<file path="src/rtl/pc_lut_pkg.sv">
// rtl/pc_lut_pkg.sv - shared widths and FSM state type for the PC target table
package pc_lut_pkg;

  localparam int PC_WIDTH_DEF    = 12;
  localparam int INDEX_WIDTH_DEF = 4;

  typedef enum logic {
    INIT  = 1'b0,
    READY = 1'b1
  } pc_lut_state_t;

endpackage

</file>
<file path="src/rtl/pc_lut_mem.sv">
// rtl/pc_lut_mem.sv - target PC storage with valid bits, one write port, one clear port
module pc_lut_mem #(
  parameter int PC_WIDTH    = 12,
  parameter int INDEX_WIDTH = 4
) (
  input  logic                   clk,
  input  logic                   clr_en,
  input  logic [INDEX_WIDTH-1:0] clr_index,
  input  logic                   wr_en,
  input  logic [INDEX_WIDTH-1:0] wr_index,
  input  logic [PC_WIDTH-1:0]    wr_pc,
  input  logic [INDEX_WIDTH-1:0] rd_index,
  output logic                   rd_valid,
  output logic [PC_WIDTH-1:0]    rd_pc
);

  localparam int DEPTH = 2 ** INDEX_WIDTH;

  logic [PC_WIDTH-1:0] data [DEPTH];
  logic [DEPTH-1:0]    valid;

  // Contents are defined only by the clear sequence, so no reset on the array.
  always_ff @(posedge clk) begin
    if (clr_en) begin
      valid[clr_index] <= 1'b0;
      data[clr_index]  <= '0;
    end else if (wr_en) begin
      valid[wr_index] <= 1'b1;
      data[wr_index]  <= wr_pc;
    end
  end

  assign rd_valid = valid[rd_index];
  assign rd_pc    = data[rd_index];

endmodule

</file>
<file path="src/rtl/pc_target_table.sv">
// rtl/pc_target_table.sv - programmable jump-target table with clear FSM and registered lookup
module pc_target_table
  import pc_lut_pkg::*;
#(
  parameter int PC_WIDTH    = PC_WIDTH_DEF,
  parameter int INDEX_WIDTH = INDEX_WIDTH_DEF
) (
  input  logic                   clk,
  input  logic                   reset,
  input  logic                   flush,
  output logic                   busy,
  input  logic                   wr_en,
  output logic                   wr_ready,
  input  logic [INDEX_WIDTH-1:0] wr_index,
  input  logic [PC_WIDTH-1:0]    wr_pc,
  input  logic                   req_valid,
  output logic                   req_ready,
  input  logic [INDEX_WIDTH-1:0] req_index,
  output logic                   resp_valid,
  output logic                   resp_hit,
  output logic [PC_WIDTH-1:0]    resp_pc
);

  localparam int DEPTH = 2 ** INDEX_WIDTH;
  localparam logic [INDEX_WIDTH-1:0] LAST_IDX = INDEX_WIDTH'(DEPTH - 1);

  pc_lut_state_t          state, state_next;
  logic [INDEX_WIDTH-1:0] clr_idx, clr_idx_next;
  logic                   clr_en;
  logic                   wr_accept, req_accept, fwd;
  logic                   rd_valid;
  logic [PC_WIDTH-1:0]    rd_pc;

  always_ff @(posedge clk) begin
    if (reset) begin
      state   <= INIT;
      clr_idx <= '0;
    end else begin
      state   <= state_next;
      clr_idx <= clr_idx_next;
    end
  end

  always_comb begin
    state_next   = state;
    clr_idx_next = clr_idx;
    case (state)
      INIT: begin
        if (flush) begin
          clr_idx_next = '0;
        end else if (clr_idx == LAST_IDX) begin
          state_next   = READY;
          clr_idx_next = '0;
        end else begin
          clr_idx_next = clr_idx + INDEX_WIDTH'(1);
        end
      end
      READY: begin
        if (flush) begin
          state_next   = INIT;
          clr_idx_next = '0;
        end
      end
      default: begin
        state_next   = INIT;
        clr_idx_next = '0;
      end
    endcase
  end

  always_comb begin
    busy      = (state == INIT);
    clr_en    = (state == INIT);
    wr_ready  = !busy;
    req_ready = !busy;
  end

  // Flush wins over a same-cycle write; a write under reset is never committed.
  assign wr_accept  = wr_en && wr_ready && !flush && !reset;
  assign req_accept = req_valid && req_ready;
  assign fwd        = wr_accept && (wr_index == req_index);

  pc_lut_mem #(
    .PC_WIDTH   (PC_WIDTH),
    .INDEX_WIDTH(INDEX_WIDTH)
  ) u_mem (
    .clk      (clk),
    .clr_en   (clr_en),
    .clr_index(clr_idx),
    .wr_en    (wr_accept),
    .wr_index (wr_index),
    .wr_pc    (wr_pc),
    .rd_index (req_index),
    .rd_valid (rd_valid),
    .rd_pc    (rd_pc)
  );

  always_ff @(posedge clk) begin
    if (reset) begin
      resp_valid <= 1'b0;
      resp_hit   <= 1'b0;
      resp_pc    <= '0;
    end else begin
      resp_valid <= req_accept;
      if (req_accept) begin
        resp_hit <= fwd || rd_valid;
        resp_pc  <= fwd ? wr_pc : (rd_valid ? rd_pc : '0);
      end
    end
  end

endmodule
</file>
<file path="config.mk">
export PLATFORM = sky130hd
export DESIGN_NAME = pc_target_table
export DESIGN_NICKNAME = d
export VERILOG_FILES = /design/src/rtl/pc_lut_pkg.sv /design/src/rtl/pc_lut_mem.sv /design/src/rtl/pc_target_table.sv
export SDC_FILE = /design/constraint.sdc
export NUM_CORES = 1
export LEC_CHECK = 0
export ABC_AREA = 0
export BUFFER_PORTS_ARGS = -buffer_cell sky130_fd_sc_hd__buf_2
export CAP_MARGIN = 25
export CORE_UTILIZATION = 45
export DETAILED_ROUTE_END_ITERATION = 16
export SYNTH_ARGS = -nofsm -noshare
export SYNTH_HDL_FRONTEND = slang
export SYNTH_HIERARCHICAL = 1
export SYNTH_SLANG_ARGS = --single-unit
export TNS_END_PERCENT = 20
</file>
<file path="constraint.sdc">
create_clock -name clk -period 2.7 [get_ports clk]
set_clock_uncertainty 0.2 [all_clocks]
set_input_delay 0.27 -clock clk [delete_from_list [all_inputs] [get_ports clk]]
set_output_delay 0.27 -clock clk [all_outputs]
set_load 0.03 [all_outputs]
</file>
==> results.yml <==
outcome:
  status: "completed"
floorplanning:
  die_h_um: 147
  die_area_um2: 21500
  initial_utilization: 0.463
  rows: 52
  ios: 42
  core-area_um2: 20400
  die_width_um: 147
synthesis:
  yosys_warnings: 6
  netlist_area_um2: 9430
  synth_area_per_cell_um2: 17.4
  synth_cells: 543
  ys_ff_latch: 227
  yosysMostFrequentCell: "edfxtp_1"
  synth_common_cells: "edfxtp_1 (208), nor2_1 (38), o21ai_0 (32)"
  syn_nets: 569
  synth_edf_count: 208
  ys.flop_type: "edfxtp_1"
  synth-seq-area-share: 0.703
  async_flop_share: 0
  synth_cell_types: 36
  yosysTopAreaCellShare: 0.663
  netlist_top_cells_area: "edfxtp_1 (66%), mux4_1 (6.7%), mux4_2 (6.7%), dfxtp_1 (4.0%), a22oi_1 (2.1%)"
  synth_top_cell_by_area: "edfxtp_1"
cts:
  clk_pin_slew_ns: 0.06
  clk_latency_ns: 0.52
  cts_buffer_depth: 3
  cts_max_level: 1
  numCtsBuffers: 23
  cts.root.buffer_cell: "clkbuf_16"
  tritoncts: "built"
  post_cts.repair.setup_buffers: 0
  clock-sinks: 227
timing:
  relSlewSlack: 0.580
  max_freq_ghz: 0.389
  tightest_slew_ns: 0.630
  rsz0062_at_grt: "false"
  fin_ws_ns: 0.130
  hold_viol: 0
  finalSetupTns_ns: 0
  whs_ns: 0.118
  setup_viol: 0
  maxSlewViolCount: 0
  finalCritPeriodShare: 0.952
  finalCriticalPeriod_ns: 2.57
setup_path:
  cp_slowest_cell: "dlygate4sd3_1"
  critPathMaxFanout: 13
  cpPeakStageDelay_ns: 0.57
  crit_required_ns: 2.91
  critical_path_class: "reg -> reg"
  start_kind: "register"
  critPathArrivalTime_ns: 2.78
  worstSetupEndpointType: "register"
  crit_path_cell_trace: "mux4_2 > a22oi_1 > nand2_1 > buf_4 > o211ai_1 > a311oi_1 > dlygate4sd3_1"
grt:
  use_met3: 0.0295
  met2_usage: 0.336
  grt_overflow_total: 0
  grt_usage: 0.202
  first_global_vias: 5544
  antenna_found_initial: 0
  grt_pass1_wl_um: 32700
  grt-busiest-layer: "met2"
  grt_max_degree: 54
  use_met1: 0.273
placement:
  port_buffers: 41
  place.gp.congestion: 0.837
  post-place-cells: 859
  place_hpwl_um: 13100
  place_ws_ns: 0.272
drt:
  via_per_inst: 5.79
  drt_iter0_markers: 393
  drtPass1Iterations: 5
  wl_per_cell_um: 22.4
  vias: 5374
  detail-route-antenna-nets: 0
  wl_um: 20800
  post-route-drc-count: 0
layout:
  diodes: 0
  stdcell_count: 928
  nets: 668
  nFillCells: 1612
  layout-area-overhead-vs-synth_pct: 18.5
  drive_gt1_frac: 0.225
power_and_ir_drop:
  power_density_nw_per_um2: 655
  p_leak_uw: 0.00424
  p_total_uw: 7310
  vdd_ir_drop_max_uv: 650
worst_hold_path:
  hold_path_class: "in -> reg"
flow_run:
  max_cap_violations: 0
[through the flow]
step	cell area, um^2	utilization
2_1_floorplan	9430	-
3_3_place_gp	10100	0.498
3_5_place_dp	10100	0.498
4_1_cts	11200	0.549
5_1_grt	11200	0.549
6_report	11200	0.549
[layout by cell type (no fill, tap or decap), types with 2 or more instances in the layout]
cell	count
a31oi_1	5
buf_2	41
mux2i_1	5
nor2_1	38
clkbuf_8	5
dfxtp_1	19
buf_4	32
buf_12	5
clkinv_1	3
a22oi_1	26
mux4_1	23
and2_1	16
nand3_1	14
nand2b_1	4
nand2_1	21
inv_1	2
nor2b_1	10
or2_2	3
mux4_2	29
clkbuf_1	3
dlygate4sd3_1	28
a32oi_1	3
edfxtp_1	208
o21ai_0	32
a21oi_1	13
a311oi_1	12
xnor2_1	5
clkinvlp_4	3
clkbuf_16	25
o211ai_1	12
[what timing repair did]
item                                    4_1_cts  5_1_grt
hold buffers                                 28        0
hold endpoints to repair                     19        0
endpoints found under the setup margin        0        2
gates resized for setup                       0        1
[critical path, delay by kind of cell (launching register included)]
| family | cells | cell delay [ns] |
|---|---|---|
| and+or+nand+nor | 1 | 0.09 |
| muxes | 1 | 0.49 |
| DFF | 1 | 0.42 |
| AOI/OAI and AO/OA | 3 | 0.49 |
| buffers and inverters | 2 | 0.76 |
[layout make-up]
type                       instances  area [um^2]  share of cell area
inverter                           3         11.3             0.00101
tap                              270          338              0.0302
multi-input combinational        281         2610               0.233
clock inverter                     8         58.8             0.00526
sequential                       227         6630               0.593
clock buffer                      33          706              0.0632
timing repair buffer             106          826              0.0739
[flip-flops by register name (all words and copies together) (netlist names)]
register / flops
clr_idx: 4
req_ready: 1
resp_hit: 1
resp_pc: 12
resp_valid: 1
u_mem/data: 192
u_mem/valid: 16
[worst paths after layout]
kind	slack, ns	startpoint	to	cells after the start
worst max register to register	0.13	u_mem/valid[11]$_DFFE_PP_	resp_pc[8]$_SDFFE_PP0P_	7
worst max-delay path	0.13	u_mem/valid[11]$_DFFE_PP_	resp_pc[8]$_SDFFE_PP0P_	7
worst min-delay path	0.12	wr_index[0]	u_mem/valid[3]$_DFFE_PP_	3
worst min register to register	0.31	resp_hit$_SDFFE_PP0P_	resp_hit$_SDFFE_PP0P_	2
[where the power goes]
group          total [uW]  switching (uW)  internal [uW]
clock                3120            1290           1830
sequential           3860            25.7           3840
combinational         336             189            147
[cell families after synthesis]
family,synth area share
adders and majority gates,0.00133
and+or+nand+nor,0.0572
buffers and inverters,0.0202
xor gates and xnor gates,0.00464
DFF,0.703
muxes,0.140
AOI/OAI and AO/OA,0.0735
[metal layers]
layer  part of all wire  vias up
met2               0.50      174
met3              0.053       46
met5                  0        -
met4              0.031        0
li1                   -     2419
met1               0.42     2735
No activity file was read; power rests on OpenSTA's default activity.
